$ cat src/rtl/fetch_ctrl_pkg.sv
// Shared core definitions for the fetch controller: widths, PC step and FSM state encoding.
package fetch_ctrl_pkg;

  localparam int XLEN = 64;
  localparam int ILEN = 32;
  localparam logic [XLEN-1:0] PC_INC = 64'd4;

  typedef enum logic [2:0] {
    ST_FETCH = 3'd0,
    ST_WAIT  = 3'd1,
    ST_HOLD  = 3'd2,
    ST_DROP  = 3'd3,
    ST_HALT  = 3'd4
  } fetch_state_e;

  function automatic logic isAligned(input logic [XLEN-1:0] addr);
    return addr[1:0] == 2'b00;
  endfunction

endpackage

$ cat src/rtl/fetch_ctrl_if.sv
// Instruction-memory request/response and decode hand-off signals of the fetch controller.
interface fetch_ctrl_if;
  import fetch_ctrl_pkg::*;

  logic            o_IMemReq;
  logic [XLEN-1:0] o_IMemAddr;
  logic            i_IMemGnt;
  logic            i_IMemRValid;
  logic [ILEN-1:0] i_IMemRData;
  logic            o_InstrValid;
  logic [ILEN-1:0] o_Instr;
  logic [XLEN-1:0] o_InstrPC;
  logic            i_DecodeReady;

  modport master (
    output o_IMemReq, o_IMemAddr, o_InstrValid, o_Instr, o_InstrPC,
    input  i_IMemGnt, i_IMemRValid, i_IMemRData, i_DecodeReady
  );

  modport slave (
    input  o_IMemReq, o_IMemAddr, o_InstrValid, o_Instr, o_InstrPC,
    output i_IMemGnt, i_IMemRValid, i_IMemRData, i_DecodeReady
  );

endinterface

$ cat src/rtl/fetch_ctrl.sv
// Single-outstanding instruction fetch controller with branch redirect, response squashing
// and a sticky misaligned-target halt.
module fetch_ctrl
  import fetch_ctrl_pkg::*;
#(
  parameter logic [XLEN-1:0] RESET_VECTOR = 64'h0000_0000_0000_0000
) (
  input  logic            i_Clock,
  input  logic            i_Reset,
  input  logic            i_Branch,
  input  logic            i_Zero,
  input  logic [XLEN-1:0] i_BranchPC,
  input  logic [XLEN-1:0] i_Immediate,
  output logic            o_Misaligned,
  fetch_ctrl_if.master    bus
);

  fetch_state_e    state_q, state_d;
  logic [XLEN-1:0] pc_q, pc_d;
  logic [ILEN-1:0] instr_q, instr_d;
  logic [XLEN-1:0] instrPc_q, instrPc_d;
  logic            misaligned_q, misaligned_d;
  logic            reqEn_q;

  logic            taken;
  logic [XLEN-1:0] target;
  logic            grant;
  logic            halted;

  // reqEn_q keeps the request low while in reset and until the first edge after release.
  always_ff @(posedge i_Clock or negedge i_Reset) begin
    if (!i_Reset) begin
      state_q      <= ST_FETCH;
      pc_q         <= RESET_VECTOR;
      instr_q      <= '0;
      instrPc_q    <= '0;
      misaligned_q <= 1'b0;
      reqEn_q      <= 1'b0;
    end else begin
      state_q      <= state_d;
      pc_q         <= pc_d;
      instr_q      <= instr_d;
      instrPc_q    <= instrPc_d;
      misaligned_q <= misaligned_d;
      reqEn_q      <= 1'b1;
    end
  end

  assign taken  = i_Branch & i_Zero;
  assign target = i_BranchPC + i_Immediate;
  assign grant  = reqEn_q & bus.i_IMemGnt;

  always_comb begin
    state_d      = state_q;
    pc_d         = pc_q;
    instr_d      = instr_q;
    instrPc_d    = instrPc_q;
    misaligned_d = misaligned_q;

    // A misaligned taken target overrides every other transition and leaves the PC alone.
    if (state_q != ST_HALT && taken && !isAligned(target)) begin
      state_d      = ST_HALT;
      misaligned_d = 1'b1;
    end else begin
      unique case (state_q)
        ST_FETCH: begin
          if (taken) begin
            pc_d    = target;
            state_d = grant ? ST_DROP : ST_FETCH;
          end else if (grant) begin
            state_d = ST_WAIT;
          end
        end
        ST_WAIT: begin
          if (taken) begin
            pc_d    = target;
            state_d = bus.i_IMemRValid ? ST_FETCH : ST_DROP;
          end else if (bus.i_IMemRValid) begin
            instr_d   = bus.i_IMemRData;
            instrPc_d = pc_q;
            state_d   = ST_HOLD;
          end
        end
        ST_HOLD: begin
          if (taken) begin
            pc_d    = target;
            state_d = ST_FETCH;
          end else if (bus.i_DecodeReady) begin
            pc_d    = pc_q + PC_INC;
            state_d = ST_FETCH;
          end
        end
        ST_DROP: begin
          if (taken) begin
            pc_d = target;
          end
          if (bus.i_IMemRValid) begin
            state_d = ST_FETCH;
          end
        end
        ST_HALT: begin
          state_d = ST_HALT;
        end
        default: begin
          state_d = ST_FETCH;
        end
      endcase
    end
  end

  assign halted           = (state_q == ST_HALT);
  assign bus.o_IMemReq    = (state_q == ST_FETCH) && reqEn_q;
  assign bus.o_IMemAddr   = halted ? '0 : pc_q;
  assign bus.o_InstrValid = (state_q == ST_HOLD);
  assign bus.o_Instr      = halted ? '0 : instr_q;
  assign bus.o_InstrPC    = halted ? '0 : instrPc_q;
  assign o_Misaligned     = misaligned_q;

endmodule

$ cat src/flat_wrapper.sv
// flat-port wrapper written by rule: the top's interface ports become plain ports
module fetch_ctrl_flat import fetch_ctrl_pkg::*;
#(
  parameter logic [XLEN-1:0] RESET_VECTOR = 64'h0000_0000_0000_0000
)
  (i_Clock, i_Reset, i_Branch, i_Zero, i_BranchPC, i_Immediate, o_Misaligned, bus_o_IMemReq, bus_o_IMemAddr, bus_o_InstrValid, bus_o_Instr, bus_o_InstrPC, bus_i_IMemGnt, bus_i_IMemRValid, bus_i_IMemRData, bus_i_DecodeReady);
  fetch_ctrl_if bus_i ();
  input  logic i_Clock;
  input  logic i_Reset;
  input  logic i_Branch;
  input  logic i_Zero;
  input  logic [XLEN-1:0] i_BranchPC;
  input  logic [XLEN-1:0] i_Immediate;
  output logic o_Misaligned;
  output wire logic [$bits(bus_i.o_IMemReq)-1:0] bus_o_IMemReq;
  output wire logic [$bits(bus_i.o_IMemAddr)-1:0] bus_o_IMemAddr;
  output wire logic [$bits(bus_i.o_InstrValid)-1:0] bus_o_InstrValid;
  output wire logic [$bits(bus_i.o_Instr)-1:0] bus_o_Instr;
  output wire logic [$bits(bus_i.o_InstrPC)-1:0] bus_o_InstrPC;
  input wire logic [$bits(bus_i.i_IMemGnt)-1:0] bus_i_IMemGnt;
  input wire logic [$bits(bus_i.i_IMemRValid)-1:0] bus_i_IMemRValid;
  input wire logic [$bits(bus_i.i_IMemRData)-1:0] bus_i_IMemRData;
  input wire logic [$bits(bus_i.i_DecodeReady)-1:0] bus_i_DecodeReady;
  assign bus_o_IMemReq = bus_i.o_IMemReq;
  assign bus_o_IMemAddr = bus_i.o_IMemAddr;
  assign bus_o_InstrValid = bus_i.o_InstrValid;
  assign bus_o_Instr = bus_i.o_Instr;
  assign bus_o_InstrPC = bus_i.o_InstrPC;
  assign bus_i.i_IMemGnt = bus_i_IMemGnt;
  assign bus_i.i_IMemRValid = bus_i_IMemRValid;
  assign bus_i.i_IMemRData = bus_i_IMemRData;
  assign bus_i.i_DecodeReady = bus_i_DecodeReady;
  fetch_ctrl #(.RESET_VECTOR(RESET_VECTOR)) u_core (.i_Clock(i_Clock), .i_Reset(i_Reset), .i_Branch(i_Branch), .i_Zero(i_Zero), .i_BranchPC(i_BranchPC), .i_Immediate(i_Immediate), .o_Misaligned(o_Misaligned), .bus(bus_i));
endmodule
$ cat config.mk
export PLATFORM = sky130hd
export DESIGN_NAME = fetch_ctrl_flat
export DESIGN_NICKNAME = d
export VERILOG_FILES = /design/src/rtl/fetch_ctrl_pkg.sv /design/src/rtl/fetch_ctrl_if.sv /design/src/rtl/fetch_ctrl.sv /design/src/flat_wrapper.sv
export SDC_FILE = /design/constraint.sdc
export NUM_CORES = 1
export LEC_CHECK = 0
export BUFFER_PORTS_ARGS = -buffer_cell sky130_fd_sc_hd__buf_2
export CELL_PAD_IN_SITES_DETAIL_PLACEMENT = 0
export CELL_PAD_IN_SITES_GLOBAL_PLACEMENT = 1
export CORE_MARGIN = 2
export CORE_UTILIZATION = 43
export CTS_CLUSTER_DIAMETER = 150
export CTS_CLUSTER_SIZE = 10
export DETAILED_ROUTE_END_ITERATION = 10
export PLACE_DENSITY = 0.93
export SLEW_MARGIN = 20
export SYNTH_ARGS = -nofsm -noshare
export SYNTH_HDL_FRONTEND = slang
export SYNTH_SLANG_ARGS = --single-unit
$ cat constraint.sdc
create_clock -name i_Clock -period 3.74 [get_ports i_Clock]
set_input_delay 0.561 -clock i_Clock [delete_from_list [all_inputs] [get_ports i_Clock]]
set_output_delay 0.561 -clock i_Clock [all_outputs]
set_load 0.05 [all_outputs]
* Word level (Yosys, flattened, before mapping)
Cells that the tools add are included.
** Word-level totals
- Memories kept :: 0
- Bits in read-only memories :: 0
- Output and inout port bits :: 163
- Input port bits :: 167
- Register bits :: 165
- Bits in writable memories :: 0
- Latch bits :: 0
** Cells by class
- Divide/modulo/power cells :: 0
- $lt $le $gt $ge :: 0
- Add/sub/neg operators :: 2
- Reductions and logical operators :: 11
- Shifts and indexed selects :: 0
- Bitwise logic cells :: 4
- $mul :: 0
- Mux-type cells :: 18
- Eq/ne operators :: 11
** Operator list (number)
- $mux W64 :: 5
- $pmux W64 S2 :: 1
- $add A64 B3 Y64 const B :: 1
- $add A64 B64 Y64 :: 1
- $mux W32 :: 1
- $mux W3 :: 8
- $pmux W3 S5 :: 1
- $reduce_and A4 Y1 :: 3
- $ne A4 B1 Y1 const B :: 2
- $eq A3 B2 Y1 const B :: 2
- $mux W2 :: 2
- $ne A4 B2 Y1 const B :: 1
- $eq A3 B1 Y1 const B :: 1
- $eq A3 B3 Y1 const B :: 1
- $logic_and A1 B1 Y1 :: 3
- $logic_not A3 Y1 :: 1
- $ne A3 B1 Y1 const B :: 1
- $ne A3 B2 Y1 const B :: 1
- $ne A3 B3 Y1 const B :: 1
- $reduce_or A3 Y1 :: 1
- $and A1 B1 Y1 :: 2
- $logic_not A2 Y1 :: 1
- $ne A2 B1 Y1 const B :: 1
- $not A1 Y1 :: 2
- other kinds (2) :: 2

* Longest topological paths before layout
- Depth in word-level cells :: 6
- Depth in mapped cells :: 13
- Mapped depth without buffers :: 13

* Worst setup path after synthesis
No wires, ideal clock.
- Kind :: input -> register
- Start point :: in i_BranchPC[0]
- End point :: reg u_core.pc_q[62]
- Stages on the path :: 12
- Slack :: 0.852 ns
- Setup time :: 0.128 ns
- Arrival time :: 2.760 ns
- Path buffers :: 0
- Cells stage by stage :: ha_1 -> inv_1 -> fa_1 -> nor2b_1 -> o2111a_1 -> o2111ai_1 -> a211oi_1 -> o21ai_1 -> a21oi_1 -> a211oi_2 -> nor4_1 -> nor3_2
** Between the ends
- Longest elaborated chain between the ends :: 6
- Elaborated cells between the ends (all ways) :: 9
- Those cells by class :: 1 x add/sub; 3 x mux; 1 x bitwise; 4 x reduce/logical
** Ends and longest elaborated chain
- from (decl) :: RTL line flat_wrapper.sv:12 : input logic [XLEN-1:0] i_BranchPC;
- $add A64 B64 Y64 (*) :: RTL line fetch_ctrl.sv:50 : assign target = i_BranchPC + i_Immediate;
- $logic_not A2 Y1 :: RTL line fetch_ctrl_pkg.sv:17 : return addr[1:0] == 2'b00;
- $logic_not A1 Y1 :: RTL line fetch_ctrl.sv:61 : if (state_q != ST_HALT && taken && !isAligned(target)) begin
- $logic_and A1 B1 Y1 :: RTL line fetch_ctrl.sv:61
- $not A1 Y1 (no line)
- $reduce_and A4 Y1 (no line)
- to (signal assigned) :: RTL line fetch_ctrl.sv:41 : pc_q <= pc_d;
- to (decl) :: RTL line fetch_ctrl.sv:19 : logic [XLEN-1:0] pc_q, pc_d;
Mark *: on every way between the ends. The rest lies on a longest branch, timed or not. The select of a mux whose other input is x is not followed.
A chain may end at the register's enable or synchronous reset.

* Worst setup path after layout
Same ends and word-level chain as after synthesis.

==> summary.txt <==
Clock network
  • Cts bufs inserted: 17
  • Clock root buffer: clkbuf_16
  • H-tree depth: 4
  • Gates resized, CTS repair: 0
  • Clk_lat worst skew: 0.43 ns
  • CTS max path bufs: 2
  • Clock Pin Slew Worst Setup and Hold Paths: 0.06 ns
  • Sinks on Clock Net: 165
  • Hold-fix buffers, CTS: 0
  • CTS tree: done
  • Post CTS Setup Buffer Count: 0

Placed design
  • Placer congestion estimate: 0.8830
  • Placed cell area: 14710 um^2
  • Detailed Place HPWL: 30.37 mm
  • Pre-CTS WS: 0.05777 ns
  • Input/output buffers: 329

Timing
  • Final Skew: 0.01213 ns
  • Least-Margin Pin Slew: 0.6427 ns
  • Tmin final: 3.235 ns
  • Slew HR: 0.5715
  • Min Hold Slack: 0.1189 ns
  • Setup violations, final: 0
  • Fin. max-slew vios: 0
  • RSZ-0062 raised after global routing: no
  • Setup WS post-layout: 0.5054 ns
  • Final hold violation count: 0
  • Setup_tns: 0 ns
  • Fmax: 309.2 MHz
  • Fin crit share: 0.8649

Power
  • Sw Share: 0.5690
  • PwrDens: 938.6 nW/um^2
  • Combinational power share: 0.639
  • Leak Pwr: 6.995 nW
  • Internal: 6.184 mW
  • Clk pwr share: 0.120
  • Total power: 14.35 mW
  • Peak supply drop: 0.0004819 V
  • Register share of total power: 0.241
  • P_sw: 8.164 mW

Global routing
  • Largest net degree at the start of global routing: 115
  • Vias in the first global route: 11400
  • First-pass GRT wire length: 61.29 mm
  • GRT Util Overall: 0.2471
  • Global route overflow: 0
  • Initial antenna violation count: 0

Setup path
  • Crit Path Category: in2reg
  • Worst-path cell chain: buf_2, ha_1, inv_1, fa_1, nor2b_1, o2111a_1, o2111ai_1, a211oi_1, o21ai_1, a21oi_1, a211oi_2, nor4_1, nor3_2
  • Slowest CP cell: a211oi_1
  • Crit path largest cell delay: 0.44 ns
  • Crit path DAT: 3.54 ns
  • WP data required: 4.04 ns
  • Worst Setup End Kind: flip-flop
  • CP Launch Type: input port
  • Critical Path Fanout Max: 5

Cells and area
  • Area Growth Syn to Fin: 20.98%
  • # diodes: 0
  • Share of cells above drive strength 1: 0.2801
  • Final instance area: 15290 um^2
  • Final #Nets: 2029
  • FF/Latch Area: 4129 um^2
  • Multi-input gate area: 8095 um^2
  • Filler Cells Inserted: 2705

Synth
  • Complex-gate fraction of the synthesized area: 0.2125
  • Post-synth EDFFs: 0
  • Synth Cell Area: 12630 um^2
  • Syn. warnings: 0
  • Post-synthesis sequential area ratio: 0.3268
  • Post-Synthesis Cells: 1512
  • Xor and xnor area share after synthesis: 0.03466
  • Syn Area/Cell: 8.356 um^2
  • Synth unique cells: 80
  • Post-synth top flop: dfrtp_1
  • Yosys top cell area share: 0.3268
  • Yosys top cell by area: dfrtp_1
  • Yosys reg bits: 165
  • Syn_nets: 1744
  • Synth async-reset ratio: 1.000
  • Main combinational cell family by area after synthesis: simple AND/OR/NAND/NOR gates
  • Synth area leaders: dfrtp_1, mux2_2, nor2b_1
  • Area share of fa/ha/maj cells after synthesis: 0.06496
  • Post-synthesis mux area share: 0.08368
  • Simple-Gate Fraction of Synth Area: 0.2421

Drt
  • Wirelength per Cell: 17.86 um
  • Via density: 5.627
  • DRT iter0 DRCs: 986
  • Pre-Repair DR Iteration Count: 7
  • # DRC: 0
  • Total number of vias: 12350
  • Aggregate routed wire length: 39.18 mm
  • Post-DRT Antenna Nets: 0

Status
  • Status: complete, no violations

Floorplanning
  • Die width: 175.4 um
  • Die ar.: 30770 um^2
  • IO Pins: 330
  • Die Y: 175.4 um
  • Initial Utilization: 0.4390
  • Row count: 62
  • Total core area: 28780 um^2

Min path
  • Worst hold path type: in2async

Job
  • Max Cap Viol: 0
==> flip-flops by register name, indices dropped and copies added (netlist names) <==
register and cells:
u_core.instrPc_q 64, u_core.pc_q 64, u_core.instr_q 32, u_core.state_q 3, u_core.o_Misaligned 1, u_core.reqEn_q 1
==> area by class of cell <==
class / instances / area share
Tap cell: 384 / 0.03143
Multi-Input combinational cell: 1233 / 0.5296
Clock buffer: 21 / 0.02947
Clock inverter: 11 / 0.008349
Inverter: 22 / 0.005402
Timing Repair Buffer: 358 / 0.1256
Sequential cell: 165 / 0.2701
==> power groups by stage <==
stage               clock network (mW)  logic, mW  registers, mW
global placement                     0       9.07           3.40
CTS                               1.76       9.18           3.43
global route                      1.84       9.73           3.56
finish                            1.73       9.17           3.45
floorplan                            0       7.13           3.08
detailed placement                   0       9.16           3.46
==> final timing paths <==
kind / start / to / cells past startpoint / slack (ns)
max reg2reg: u_core.pc_q[2] / u_core.pc_q[59] / 11 / 0.55
min reg2reg: u_core.instrPc_q[42] / u_core.instrPc_q[42] / 2 / 0.47
max in group asynchronous: i_Reset / u_core.instrPc_q[46] / 2 / 2.74
max: i_BranchPC[0] / u_core.pc_q[62] / 13 / 0.51
min in group i_Clock: bus_i_IMemRData[1] / u_core.instr_q[1] / 2 / 0.37
min: i_Reset / u_core.instr_q[28] / 1 / 0.12
==> cell usage after synthesis, types with 22 or more instances <==
master and n:
nand2_1 129, clkbuf_1 79, mux2_2 93, nand3_1 53
ha_1 64, inv_1 22, nand4_1 32, a21o_1 35
xnor2_1 25, xor2_1 25, o21ai_0 90, a21oi_1 158
nor2_1 100, dfrtp_1 165, nor2b_1 167
==> logic make-up after synthesis <==
logic type	count (synthesis)
xor+xnor	50
mux	94
simple gates	584
fa+ha+maj	65
other cells	1
buf+inv	114
compound gates	439
flops	165
==> metal layers <==
layer / wire (um) / global-route usage / vias up
met5: 0 / 0 / -
met4: 787 / 0.06612 / 0
met3: 2708 / 0.03745 / 51
met2: 16710 / 0.3716 / 500
met1: 18970 / 0.3692 / 5790
li1: - / - / 6004
==> metrics by stage <==
step                  util  cells
finish              0.5311   2194
CTS                 0.5311   2194
global placement    0.5110   2162
global route        0.5311   2194
floorplan                -   1512
detailed placement  0.5110   2162
==> worst max-delay path, delay by kind of cell <==
kind                       cells  cell delay, ns
AOI/OAI and AO/OA              6            1.54
adders and majority gates      2            0.63
buffers and inverters          2            0.16
and+or+nand+nor                3            0.65
==> cell usage in the layout, fill, tap and decap left out, types with 8 or more instances in the layout <==
| master | n |
|---|---|
| clkbuf_16 | 17 |
| o21bai_1 | 15 |
| nor3_1 | 18 |
| nand3_1 | 53 |
| dfrtp_1 | 165 |
| inv_1 | 22 |
| and3_1 | 21 |
| and2_1 | 14 |
| nand4_1 | 32 |
| a21o_1 | 35 |
| o22ai_1 | 20 |
| buf_2 | 328 |
| a211oi_1 | 8 |
| mux2_2 | 93 |
| nor2b_1 | 167 |
| nand2_1 | 129 |
| a31oi_1 | 19 |
| o21ai_0 | 89 |
| o21a_1 | 15 |
| or3_1 | 8 |
| and4_1 | 8 |
| ha_1 | 64 |
| buf_4 | 25 |
| xor2_1 | 25 |
| o21ai_1 | 17 |
| nor4_1 | 10 |
| a21oi_1 | 158 |
| o211ai_1 | 10 |
| xnor2_1 | 25 |
| nor2_1 | 99 |
(Power assumes the default switching activity.)
